===== src/rtl/mem_arb_pkg.sv =====
// mem_arb_pkg: shared state encoding, requester IDs and default widths for the memory arbiter
package mem_arb_pkg;
  localparam int MAIN_MEMORY_READ_SIZE = 32;
  typedef enum logic [1:0] {
    IDLE  = 2'd0,
    IBUSY = 2'd1,
    DBUSY = 2'd2,
    RESP  = 2'd3
  } state_e;
  localparam logic REQ_I = 1'b0;
  localparam logic REQ_D = 1'b1;
endpackage


===== src/rtl/mem_arb_starve_ctr.sv =====
// mem_arb_starve_ctr: saturating count of data grants made while a fetch waits; raises force_i at the limit
module mem_arb_starve_ctr
  import mem_arb_pkg::*;
#(
  parameter int W = 3
) (
  input  logic         clk,
  input  logic         rst,
  input  logic         inc_i,
  input  logic         clr_i,
  input  logic [W-1:0] limit_i,
  output logic         force_i
);
  logic [W-1:0] cnt_q, cnt_d;
  assign cnt_d   = clr_i ? '0 : (inc_i && cnt_q < limit_i) ? cnt_q + 1'b1 : cnt_q;
  assign force_i = cnt_q >= limit_i;
  // count register, cleared asynchronously
  always_ff @(posedge clk or negedge rst)
    if (!rst) cnt_q <= '0;
    else cnt_q <= cnt_d;
endmodule


===== src/rtl/mem_arbiter.sv =====
// mem_arbiter: registered fetch/data arbiter for one memory port; MEM_ARB_TIMEOUT_EN adds a BUSY timeout and mem_timeout
module mem_arbiter
  import mem_arb_pkg::*;
#(
  parameter int ADDR_W    = 32,
  parameter int DATA_W    = MAIN_MEMORY_READ_SIZE,
  parameter int MAX_DPRIO = 4
`ifdef MEM_ARB_TIMEOUT_EN
  ,
  parameter int TIMEOUT   = 255
`endif
) (
  input  logic              clk,
  input  logic              rst,
  input  logic              imem_req,
  input  logic [ADDR_W-1:0] imem_addr,
  output logic [DATA_W-1:0] imem_rdata,
  output logic              imem_ready,
  input  logic              dmem_re,
  input  logic              dmem_wr,
  input  logic [ADDR_W-1:0] dmem_addr,
  input  logic [DATA_W-1:0] dmem_wdata,
  output logic [DATA_W-1:0] dmem_rdata,
  output logic              dmem_ready,
  output logic [ADDR_W-1:0] mem_addr,
  output logic [DATA_W-1:0] mem_wdata,
  output logic              mem_re,
  output logic              mem_wr,
  input  logic [DATA_W-1:0] mem_rdata,
  input  logic              mem_ready
`ifdef MEM_ARB_TIMEOUT_EN
  ,
  output logic              mem_timeout
`endif
);
  localparam int CW = $clog2(MAX_DPRIO + 1);
  state_e            state_q, state_d;
  logic              gid_q, gid_d, wr_q, wr_d;
  logic [ADDR_W-1:0] addr_q, addr_d;
  logic [DATA_W-1:0] wdata_q, wdata_d, irdata_q, irdata_d, drdata_q, drdata_d, rdat;
  logic              idle, busy, dreq, gnt_dat, gnt_ins, done, force_i;

  assign idle    = state_q == IDLE;
  assign busy    = state_q == IBUSY || state_q == DBUSY;
  assign dreq    = dmem_re | dmem_wr;
  assign gnt_dat = idle && dreq && (!imem_req || !force_i);
  assign gnt_ins = idle && imem_req && !gnt_dat;

  mem_arb_starve_ctr #(.W(CW)) u_starve (
    .clk     (clk),
    .rst     (rst),
    .inc_i   (gnt_dat && imem_req),
    .clr_i   (gnt_ins || (idle && !imem_req)),
    .limit_i (CW'(MAX_DPRIO)),
    .force_i (force_i)
  );

`ifdef MEM_ARB_TIMEOUT_EN
  localparam int TW = $clog2(TIMEOUT + 1);
  logic [TW-1:0] tmr_q, tmr_d;
  logic          to_q, abort;
  assign abort       = busy && !mem_ready && tmr_q == TW'(TIMEOUT - 1);
  assign tmr_d       = busy ? tmr_q + 1'b1 : '0;
  assign done        = busy && (mem_ready || abort);
  assign rdat        = (wr_q || abort) ? '0 : mem_rdata;
  assign mem_timeout = to_q;
  // BUSY cycle counter; the abort flag is shown during the following RESP cycle
  always_ff @(posedge clk or negedge rst)
    if (!rst) begin
      tmr_q <= '0;
      to_q  <= 1'b0;
    end else begin
      tmr_q <= tmr_d;
      to_q  <= abort;
    end
`else
  assign done = busy && mem_ready;
  assign rdat = wr_q ? '0 : mem_rdata;
`endif

  // next state: grant and latch the request in IDLE, capture read data on completion
  always_comb begin
    state_d  = state_q;
    gid_d    = gid_q;
    wr_d     = wr_q;
    addr_d   = addr_q;
    wdata_d  = wdata_q;
    irdata_d = irdata_q;
    drdata_d = drdata_q;
    if (gnt_dat) begin
      state_d = DBUSY;
      gid_d   = REQ_D;
      wr_d    = dmem_wr;
      addr_d  = dmem_addr;
      wdata_d = dmem_wr ? dmem_wdata : '0;
    end else if (gnt_ins) begin
      state_d = IBUSY;
      gid_d   = REQ_I;
      wr_d    = 1'b0;
      addr_d  = imem_addr;
      wdata_d = '0;
    end
    if (done) begin
      state_d  = RESP;
      irdata_d = gid_q == REQ_I ? rdat : irdata_q;
      drdata_d = gid_q == REQ_D ? rdat : drdata_q;
    end
    if (state_q == RESP) state_d = IDLE;
  end

  // state and datapath registers; reset aborts any transaction in flight
  always_ff @(posedge clk or negedge rst)
    if (!rst) begin
      state_q  <= IDLE;
      gid_q    <= REQ_I;
      wr_q     <= 1'b0;
      addr_q   <= '0;
      wdata_q  <= '0;
      irdata_q <= '0;
      drdata_q <= '0;
    end else begin
      state_q  <= state_d;
      gid_q    <= gid_d;
      wr_q     <= wr_d;
      addr_q   <= addr_d;
      wdata_q  <= wdata_d;
      irdata_q <= irdata_d;
      drdata_q <= drdata_d;
    end

  assign mem_addr   = addr_q;
  assign mem_wdata  = wdata_q;
  assign mem_re     = busy && !wr_q;
  assign mem_wr     = busy && wr_q;
  assign imem_rdata = irdata_q;
  assign dmem_rdata = drdata_q;
  assign imem_ready = state_q == RESP && gid_q == REQ_I;
  assign dmem_ready = state_q == RESP && gid_q == REQ_D;
endmodule

===== config.mk =====
export PLATFORM = sky130hd
export DESIGN_NAME = mem_arbiter
export DESIGN_NICKNAME = d
export VERILOG_FILES = /design/src/rtl/mem_arb_pkg.sv /design/src/rtl/mem_arb_starve_ctr.sv /design/src/rtl/mem_arbiter.sv
export SDC_FILE = /design/constraint.sdc
export NUM_CORES = 1
export LEC_CHECK = 0
export CAP_MARGIN = 10
export CORE_UTILIZATION = 38
export DETAILED_ROUTE_END_ITERATION = 6
export GPL_ROUTABILITY_DRIVEN = 1
export PLACE_DENSITY_LB_ADDON = 0.08
export SLEW_MARGIN = 15
export SYNTH_ARGS = -nofsm -noshare
export SYNTH_HDL_FRONTEND = slang
export SYNTH_HIERARCHICAL = 1
export SYNTH_SLANG_ARGS = --single-unit

===== constraint.sdc =====
create_clock -name clk -period 2.5 [get_ports clk]
set_input_delay 0.625 -clock clk [delete_from_list [all_inputs] [get_ports clk]]
set_output_delay 0.625 -clock clk [all_outputs]
set_load 0.01 [all_outputs]

==> impl_metrics.yaml, run 1 <==
outcome:
  status: "finished, final reports clean"
floorplanning:
  coreArea_sq_um: 14800
  die_w_um: 126
  fp.dieArea_sq_um: 15800
  ios: 266
  die_h_um: 126
  rows: 44
  start_util: 0.395
worst_setup_path:
  cp.depth: 3
  cp_slowest_cell: "clkdlybuf4s50_1"
  endpoint_kind: "output port"
  r2r_cells: 8
  path_max_fanout: 4
  crit_path_start: "state_q[0]$_DFFE_PN0P_"
  worstPathCellList: "ha_1, nor2b_1, clkdlybuf4s50_1"
  worstSetupStartpointType: "register"
  critPathKind: "register to output port"
  path_buf_inv: 1
  cp_data_arrival_time_ps: 1730
  rr_endpoint: "u_starve/cnt_q[2]$_DFFE_PN0P_"
  crit_path_end: "imem_ready"
  required_ps: 1880
  critical-path-max-stage-delay_ps: 560
  r2r_setup_slack_ps: 150
  cp_top_family: "buffers and inverters"
  r2r_start: "u_starve/cnt_q[1]$_DFFE_PN0P_"
clock_network:
  cts_sinks: 135
  post-cts-setup-buffers: 0
  numCtsBuffers: 17
  clock_latency_ps: 420
  clockBufferDepth: 2
  cts_tree: "yes"
  cts_root_buffer: "clkbuf_16"
  hold_buffers: 0
  h-tree-depth: 4
  clk_transition_reported_paths_ps: 60
pwr:
  power_mw: 11.7
  p_leak_nw: 3.96
  switchingPower_mw: 3.98
  power.density_nw_per_um2: 1250
  p_int_mw: 7.70
  pwr-share-seq: 0.317
  pwr-share-comb: 0.462
  clock_power_share: 0.221
  p_sw_frac: 0.341
  vdd_ir_drop_max_uv: 626
cells_and_area:
  seq_area_sq_um: 3380
  area_delta_synth_final_pct: 59.8
  fillers: 1189
  final_net_count: 919
  insertedDiodeCount: 0
  fin_area_sq_um: 9320
  drive_gt1_frac: 0.0833
  multi_input_area_sq_um: 2230
  final_cells: 976
global_route:
  grt.overflow.total: 0
  grt_usage: 0.224
  grt_antenna_before_repair: 0
  first_global_vias: 5176
  grt_pass1_wl_um: 27600
  grt_max_degree: 68
flow_run:
  max-cap-violations: 0
timing:
  worst_slew_pin_slew_ps: 551
  skew_ps: 7.00
  min_period_ps: 2350
  max_freq_mhz: 425
  fin_crit_sh: 0.940
  rsz0062_at_grt: "false"
  hold_viol: 0
  maxSlewViolCount: 0
  setup_viol: 0
  slew_headroom: 0.633
drt:
  drt_iter0_markers: 269
  route.detailed.vias_per_inst: 5.12
  firstDrtPassIters: 7
  ant_nets: 0
  vias: 4997
  drc: 0
  totalWireLength_um: 17100
  drt-wirelength-per-cell_um: 17.5
synthesis:
  synth_compound_area_frac: 0.261
  synth_area_sq_um: 5830
  avgSynthCellArea_sq_um: 11.2
  synthXorXnorAreaFrac: 0
  yosys_register_bits: 135
  synthAdderAreaFrac: 0.0129
  synth.distinct_cells: 41
  yosysSeqAreaShare: 0.579
  synth_top_family_by_area: "compound AO/OA/AOI/OAI gates"
  yosys_warnings: 6
  syn_inst: 520
  yosys.area_share.simple: 0.100
  muxShareOfSynthArea: 0.00193
placement:
  place_area_sq_um: 8700
  post-dp-hpwl_um: 11900
  dp_cells: 944
  gp_congestion: 0.772
  port_buffers: 265
worst_hold_path:
  holdCritPathClass: "input port to async pin"
==> metrics by stage <==
step                 util  worst slack, ps  hold WS, ps  TNS [ps]
global route        0.631             35.7          205         0
finish              0.631              149          179         0
global placement    0.589            -45.7          461      -847
detailed placement  0.589             -145          469     -2840
floorplan               -              199          329         0
CTS                 0.631             27.8          189         0
==> logic make-up (layout without fill, tap and decap cells) <==
group | after synthesis | count (layout)
compound gates | 207 | 207
flops | 135 | 135
simple gates | 118 | 118
buf+inv | 51 | 322
fa+ha+maj | 6 | 6
other cells | 2 | 3
mux | 1 | 1
==> per-layer routing <==
layer | vias to the layer above | part of all wire | global-route usage
met5 | - | 0 | 0
met4 | 0 | 0.014 | 0.0659
met3 | 19 | 0.095 | 0.102
met2 | 204 | 0.47 | 0.357
met1 | 2384 | 0.42 | 0.272
li1 | 2390 | - | -
==> cells in the mapped netlist, drive strengths merged <==
library cell  instances  area (sq um)
a21boi               33           251
a21o                  3          23.8
a21oi                 3          15.0
a222oi                1          10.0
a22o                 33           289
a31o                 32           280
a32oi                 1          8.76
and2                  4          27.5
and3                  1          6.26
and3b                 1          8.76
buf                  24           153
clkbuf               20          75.1
conb                  2          7.51
dfrtp               135          3380
ha                    6          75.1
inv                   7          26.3
mux2                  1          11.3
nand2                66           248
nand2b               34           220
nand3                 1          5.00
nand3b                1          7.51
nor2                  2          7.51
nor2b                 4          25.0
nor4                  1          6.26
o21a                  1          7.51
o21ai                64           320
o21bai                1          7.51
o22a                 32           280
o31ai                 3          27.5
or2                   1          6.26
or4                   2          15.0
==> worst min-delay path by stage <==
stage,end,slack [ps],cells past startpoint
5_1_grt,mem_wdata[7]$_DFFE_PN0P_,200,1
3_5_place_dp,imem_rdata[7]$_DFFE_PN0P_,470,2
4_1_cts,mem_wdata[7]$_DFFE_PN0P_,190,1
2_1_floorplan,dmem_rdata[0]$_DFFE_PN0P_,330,0
3_3_place_gp,imem_rdata[7]$_DFFE_PN0P_,460,2
6_report,mem_wdata[7]$_DFFE_PN0P_,180,1
==> sequential cells by signal, indices dropped and copies added, names as in the netlist <==
register	count
wr_q	1
mem_addr	32
gid_q	1
dmem_rdata	32
imem_rdata	32
mem_wdata	32
state_q	2
u_starve/cnt_q	3
==> what timing repair did <==
| item | CTS | global route |
|---|---|---|
| endpoints found under the setup margin | 2 | 33 |
| resized for setup | 3 | 1 |
| pin swaps | 0 | 0 |
==> power by group through the flow <==
stage          clock [mW]  combinational (mW)  sequential [mW]
2_1_floorplan           0                2.24             4.09
3_3_place_gp            0                5.32             3.70
3_5_place_dp            0                5.43             3.73
4_1_cts              2.64                5.43             3.72
5_1_grt              2.75                5.87             3.84
6_report             2.58                5.40             3.71
==> cells in the final DEF, fill, tap and decap left out, types with 3 or more instances in the layout <==
master	n
a21boi_1	6
bufinv_16	3
clkdlybuf4s50_1	262
clkbuf_16	17
a31o_2	6
o22a_1	32
and2_1	3
clkinv_4	4
ha_1	5
buf_4	13
conb_1	3
inv_1	7
nand2b_1	33
a31o_1	26
buf_12	4
nand2_1	66
nor2b_1	4
o21ai_0	62
clkinvlp_4	3
a21oi_1	3
dfrtp_1	135
a21boi_0	26
a22o_1	33
==> final cells by class <==
type / count / share of cell area
Clock inverter: 14 / 0.0188
Clock buffer: 18 / 0.0471
Timing Repair Buffer: 283 / 0.305
Multi-Input combinational cell: 335 / 0.239
Tap cell: 184 / 0.0247
Sequential cell: 135 / 0.363
Inverter: 7 / 0.00282
==> worst reg2reg max path, delay by kind of cell (launching register included) <==
family / cells / cell delay [ps]
AOI/OAI and AO/OA: 3 / 540
DFF: 1 / 400
muxes: 1 / 370
and+or+nand+nor: 3 / 660
adders and majority gates: 1 / 270
(Power assumes the default switching activity.)
==> inputs of run 2 (changes only) <==
--- a/config.mk
+++ b/config.mk
@@ -6,12 +6,11 @@
 export NUM_CORES = 1
 export LEC_CHECK = 0
 export CAP_MARGIN = 10
-export CORE_UTILIZATION = 38
+export CORE_UTILIZATION = 37
 export DETAILED_ROUTE_END_ITERATION = 6
 export GPL_ROUTABILITY_DRIVEN = 1
 export PLACE_DENSITY_LB_ADDON = 0.08
 export SLEW_MARGIN = 15
 export SYNTH_ARGS = -nofsm -noshare
 export SYNTH_HDL_FRONTEND = slang
-export SYNTH_HIERARCHICAL = 1
 export SYNTH_SLANG_ARGS = --single-unit
==> run 2 against run 1 <==
Against the previous run: final cell count up 0.92%; sequential power down 2%; clock skew up 1.1 ps; synthesized cell count up 3.1%; core utilization down 1.4 points; via count up 1.6%; design area down 3.7%; setup slack better by 43 ps; critical path depth unchanged; register-to-register slack better by 650 ps.
==> impl_metrics.yaml, run 2 <==
worst_setup_path:
  worstSetupStartpointType: "register"
  r2r_setup_slack_ps: 800
  r2r_start: "state_q[0]$_DFFE_PN0P_"
  critPathKind: "register to output port"
  r2r_cells: 6
  path_max_fanout: 4
  required_ps: 1880
  cp_data_arrival_time_ps: 1680
  rr_endpoint: "mem_wdata[15]$_DFFE_PN0P_"
  endpoint_kind: "output port"
cells_and_area:
  fin_area_sq_um: 8970
  seq_area_sq_um: 3380
  drive_gt1_frac: 0.0549
  multi_input_area_sq_um: 1950
  fillers: 1184
  insertedDiodeCount: 0
  final_net_count: 927
  area_delta_synth_final_pct: 62.1
  final_common_cell: "clkdlybuf4s50_1"
  final_cell_mix: "262 x clkdlybuf4s50_1, 135 x dfrtp_1, 94 x o21ai_0"
  fin_util: 0.617
pwr:
  vdd_ir_drop_max_uv: 569
  power.density_nw_per_um2: 1240
  p_leak_nw: 3.82
global_route:
  first_global_vias: 5204
  grt_usage: 0.221
  grt.overflow.total: 0
  grt_max_degree: 65
  grt_pass1_wl_um: 27100
  grt_antenna_before_repair: 0
timing:
  min_period_ps: 2310
  skew_ps: 8.11
  rsz0062_at_grt: "false"
  worst_slew_pin_slew_ps: 476
  setup_tns_ps: 0
  maxSlewViolCount: 0
  setup_viol: 0
  max_freq_mhz: 433
  slew_headroom: 0.683
  fin_crit_sh: 0.923
  hold_viol: 0
floorplanning:
  coreArea_sq_um: 14500
  ios: 266
  die_w_um: 124
  start_util: 0.381
  die_h_um: 124
  fp.dieArea_sq_um: 15400
  rows: 44
drt:
  drc: 0
  totalWireLength_um: 16500
  route.detailed.vias_per_inst: 5.15
  vias: 5076
  drt_iter0_markers: 280
  ant_nets: 0
  drt-wirelength-per-cell_um: 16.8
  firstDrtPassIters: 4
synthesis:
  synthDominantCellAreaShare: 0.611
  synthMostInstantiatedCell: "dfrtp_1"
  yosysSeqAreaShare: 0.611
  synth_edf_count: 0
  synth_flop_cell: "dfrtp_1"
  yosys_warnings: 0
  yosys.area.top_type: "dfrtp_1"
  synth_common_cells: "135 x dfrtp_1, 94 x o21ai_0, 71 x nand2_1, 34 x a31oi_1"
  avgSynthCellArea_sq_um: 10.3
  synth.distinct_cells: 30
  yosys_register_bits: 135
  syn_nets: 673
  syn_inst: 536
  synthArstFlopShare: 1.00
  synth_area_sq_um: 5530
  yosys-top-cells-area: "dfrtp_1 61%, o21ai_0 8.5%, a22o_1 5.1%, nand2_1 4.8%, a31oi_1 3.8%"
clock_network:
  h-tree-depth: 4
  clock_latency_ps: 410
  clk_transition_reported_paths_ps: 50
  clockBufferDepth: 2
  cts_tree: "yes"
  hold_buffers: 0
  cts_root_buffer: "clkbuf_16"
  numCtsBuffers: 17
  cts_sinks: 135
flow_run:
  max-cap-violations: 0
placement:
  place_area_sq_um: 8400
  post-dp-hpwl_um: 11600
  port_buffers: 265
  gp_congestion: 0.814
outcome:
  status: "finished, final reports clean"
worst_hold_path:
  holdCritPathClass: "input port to async pin"
==> run 2: changes by cell type after synthesis, moves of 4 or more <==
cell,before,now
a31oi_1,0,34
a21boi_0,26,0
a31o_1,26,0
nand2_1,66,71
a21boi_1,6,0
a31o_2,6,0
buf_2,17,13
o22a_1,32,0
a21oi_1,3,32
nor2_1,2,33
o21ai_0,62,94
==> run 2: how the worst max path moves through the flow <==
stage,from,endpoint,slack [ps],cells after the start
after global routing,state_q[0]$_DFFE_PN0P_,imem_ready,70,3
after floorplan,imem_req,state_q[1]$_DFFE_PN0P_,890,6
after global placement,imem_req,mem_addr[5]$_DFFE_PN0P_,330,5
after CTS,state_q[1]$_DFFE_PN0P_,mem_wr,40,4
after detailed placement,imem_req,mem_wdata[9]$_DFFE_PN0P_,220,5
final,state_q[0]$_DFFE_PN0P_,dmem_ready,190,3
==> run 2: area by class of cell <==
| cell class | instances | share of cell area |
|---|---|---|
| repair buffers | 279 | 0.318 |
| clock buffers | 26 | 0.0534 |
| clock inverters | 4 | 0.00781 |
| multi-input cells | 353 | 0.217 |
| flip-flops and latches | 135 | 0.377 |
| well taps | 184 | 0.0257 |
| inverters | 4 | 0.00167 |
==> run 2: through the flow <==
step	instances	hold WS [ps]	power, mW	setup WS (ps)
after floorplan	536	329	6.02	887
after global placement	955	461	8.61	327
after detailed placement	955	472	8.76	221
after CTS	985	155	11.2	39.6
after global routing	985	175	11.8	73.8
final	985	144	11.1	192
==> run 2: cells by family after synthesis <==
group	Yosys count	synth area share
AO/OA/AOI/OAI	202	0.221
buffers and inverters	48	0.0409
AND/OR/NAND/NOR	147	0.119
adder cells (fa/ha/maj)	3	0.00679
flip-flops	135	0.611
multiplexers	1	0.00181
==> run 2: routing by layer <==
layer,GRT usage,vias to the layer above,part of all wire
met2,0.354,232,0.48
li1,-,2368,-
met1,0.265,2445,0.40
met4,0.0808,0,0.026
met5,0,-,0
met3,0.0915,31,0.097
==> run 2: critical path, cell delays in order (launching register included) <==
cell             delay (ps)
dfrtp_1                 390
ha_1                    240
and2_1                  170
clkdlybuf4s50_1         480
==> run 2: power breakdown <==
| group | internal, mW | switching, mW |
|---|---|---|
| logic | 2.68 | 2.41 |
| clock network | 1.51 | 0.854 |
| registers | 3.10 | 0.521 |
==> run 2: repair_timing <==
| action | 4_1_cts | 5_1_grt |
|---|---|---|
| gates resized for setup | 2 | 1 |
| setup endpoints to repair | 2 | 1 |
| setup buffers | 0 | 0 |
==> inputs of run 3 (changes only) <==
--- a/config.mk
+++ b/config.mk
@@ -6,7 +6,7 @@
 export NUM_CORES = 1
 export LEC_CHECK = 0
 export CAP_MARGIN = 10
-export CORE_UTILIZATION = 37
+export CORE_UTILIZATION = 41
 export DETAILED_ROUTE_END_ITERATION = 6
 export GPL_ROUTABILITY_DRIVEN = 1
 export PLACE_DENSITY_LB_ADDON = 0.08
==> constraint.sdc (replaced) <==
create_clock -name clk -period 2.49 [get_ports clk]
set_input_delay 0.6225 -clock clk [delete_from_list [all_inputs] [get_ports clk]]
set_output_delay 0.6225 -clock clk [all_outputs]
set_load 0.01 [all_outputs]
==> run 3 against run 2 <==
Against the previous run: non-clock buffer count grew 5; design area grew 1.3%; sequential cell count is the same; largest power group unchanged; register-to-register slack lost 30 ps; power grew 4.0%; clock power grew 17%; clock skew is essentially flat; global-route usage grew 1.2 points; largest cell class unchanged; highest routed layer unchanged; combinational power is essentially flat; critical path depth is the same; sequential share of layout area shrank 0.48 points.
==> impl_metrics.yaml, run 3 (synthesis results as in run 2) <==
outcome:
  status: "finished, final reports clean"
drt:
  drt_iter0_markers: 388
  route.detailed.vias_per_inst: 5.14
  totalWireLength_um: 15800
  vias: 5059
  drt-wirelength-per-cell_um: 16.1
  ant_nets: 0
  firstDrtPassIters: 5
  drc: 0
clock_network:
  h-tree-depth: 4
  post-cts-setup-buffers: 0
  clockBufferDepth: 2
  cts_sinks: 135
  numCtsBuffers: 17
  clock_latency_ps: 420
  hold_buffers: 0
  cts_tree: "yes"
  cts_root_buffer: "clkbuf_16"
  clk_transition_reported_paths_ps: 60
global_route:
  grt.overflow.total: 0
  grt_antenna_before_repair: 0
  grt_max_degree: 65
  first_global_vias: 4922
  grt_usage: 0.233
  grt_pass1_wl_um: 25200
timing:
  min_period_ps: 2330
  rsz0062_at_grt: "false"
  slew_headroom: 0.633
  holdWs_ps: 179
  setup_viol: 0
  fin_crit_sh: 0.935
  hold_viol: 0
  skew_ps: 8.55
  max_freq_mhz: 430
  worst_slew_pin_slew_ps: 550
  setup_tns_ps: 0
  maxSlewViolCount: 0
placement:
  gp_congestion: 0.817
  port_buffers: 265
  post-dp-hpwl_um: 11200
  place_area_sq_um: 8400
cells_and_area:
  fillers: 1040
  final_common_cell: "clkdlybuf4s50_1"
  drive_gt1_frac: 0.0693
  insertedDiodeCount: 0
  final_cell_mix: "262 x clkdlybuf4s50_1, 135 x dfrtp_1, 94 x o21ai_0"
  fin_area_sq_um: 9080
  fin_util: 0.688
  final_net_count: 932
  area_delta_synth_final_pct: 64.2
flow_run:
  max-cap-violations: 0
worst_setup_path:
  path_buf_inv: 1
  required_ps: 1870
  worstSetupStartpointType: "register"
  r2r_setup_slack_ps: 770
  worstPathCellList: "ha_1, and2_1, clkdlybuf4s50_1"
  critical-path-max-stage-delay_ps: 500
  endpoint_kind: "output port"
  critPathKind: "register to output port"
  cp_data_arrival_time_ps: 1700
  cp_top_family: "buffers and inverters"
  cp_slowest_cell: "clkdlybuf4s50_1"
  path_max_fanout: 4
pwr:
  vdd_ir_drop_max_uv: 549
  power_mw: 11.5
  p_leak_nw: 3.88
  power.density_nw_per_um2: 1270
floorplanning:
  die_w_um: 118
  fp.dieArea_sq_um: 14000
  coreArea_sq_um: 13200
  start_util: 0.419
  rows: 42
  die_h_um: 118
  ios: 266
worst_hold_path:
  holdCritPathClass: "input port to async pin"
==> run 3: cell count changes in the layout (fill, tap and decap cells not counted), sizes merged <==
cell	previous run	this run
clkinvlp	0	4
bufinv	2	5
clkinv	2	1
clkbuf	26	21
buf	15	20
inv	4	5
==> run 3: final cells by class <==
| cell class | count | area (sq um) | area share |
|---|---|---|---|
| sequential | 135 | 3380 | 0.372 |
| timing repair buffer | 284 | 2860 | 0.315 |
| multi-input combinational | 353 | 1940 | 0.214 |
| clock buffer | 21 | 470 | 0.0518 |
| tap | 176 | 220 | 0.0242 |
| clock inverter | 11 | 194 | 0.0214 |
| inverter | 4 | 15.0 | 0.00165 |
==> run 3: worst paths after layout <==
check	depth (start not counted)	from	end
max	3	state_q[0]$_DFFE_PN0P_	dmem_ready
min	1	rst	mem_addr[29]$_DFFE_PN0P_
max reg2reg	6	state_q[1]$_DFFE_PN0P_	dmem_rdata[14]$_DFFE_PN0P_
min reg2reg	2	dmem_rdata[20]$_DFFE_PN0P_	dmem_rdata[20]$_DFFE_PN0P_
max in group asynchronous	2	rst	imem_rdata[15]$_DFFE_PN0P_
min in group clk	2	dmem_rdata[20]$_DFFE_PN0P_	dmem_rdata[20]$_DFFE_PN0P_
==> run 3: per-layer routing <==
layer  global-route usage  share of wire  vias up
met5                    0              0        -
met4                0.100          0.021        0
met3               0.0719          0.076       31
met2                0.377           0.48      227
met1                0.288           0.42     2419
li1                     -              -     2382
==> run 3: worst reg2reg max path, delay by kind of cell, from the launching register on <==
kind | cells | cell delay (ps)
AND/OR/NAND/NOR | 2 | 450
flip-flops | 1 | 380
AO/OA/AOI/OAI | 1 | 80
buffers and inverters | 2 | 400
adder cells (fa/ha/maj) | 1 | 290
==> run 3: report_power, final <==
part / switching [mW] / internal, mW / total (mW) / leakage, nW
sequential: 0.530 / 3.12 / 3.65 / 1.69
combinational: 2.41 / 2.70 / 5.11 / 1.88
clock: 0.913 / 1.86 / 2.77 / 0.312
==> run 3: what timing repair did <==
| action | CTS | global route |
|---|---|---|
| endpoints found under the setup margin | 2 | 1 |
| pin swaps | 0 | 0 |
| resized for setup | 2 | 1 |
==> run 3: per-stage QoR <==
step	worst slack [ps]	cells
detailed placement	206	952
global route	77.1	984
CTS	20.0	984
global placement	304	952
finish	163	984
floorplan	879	536
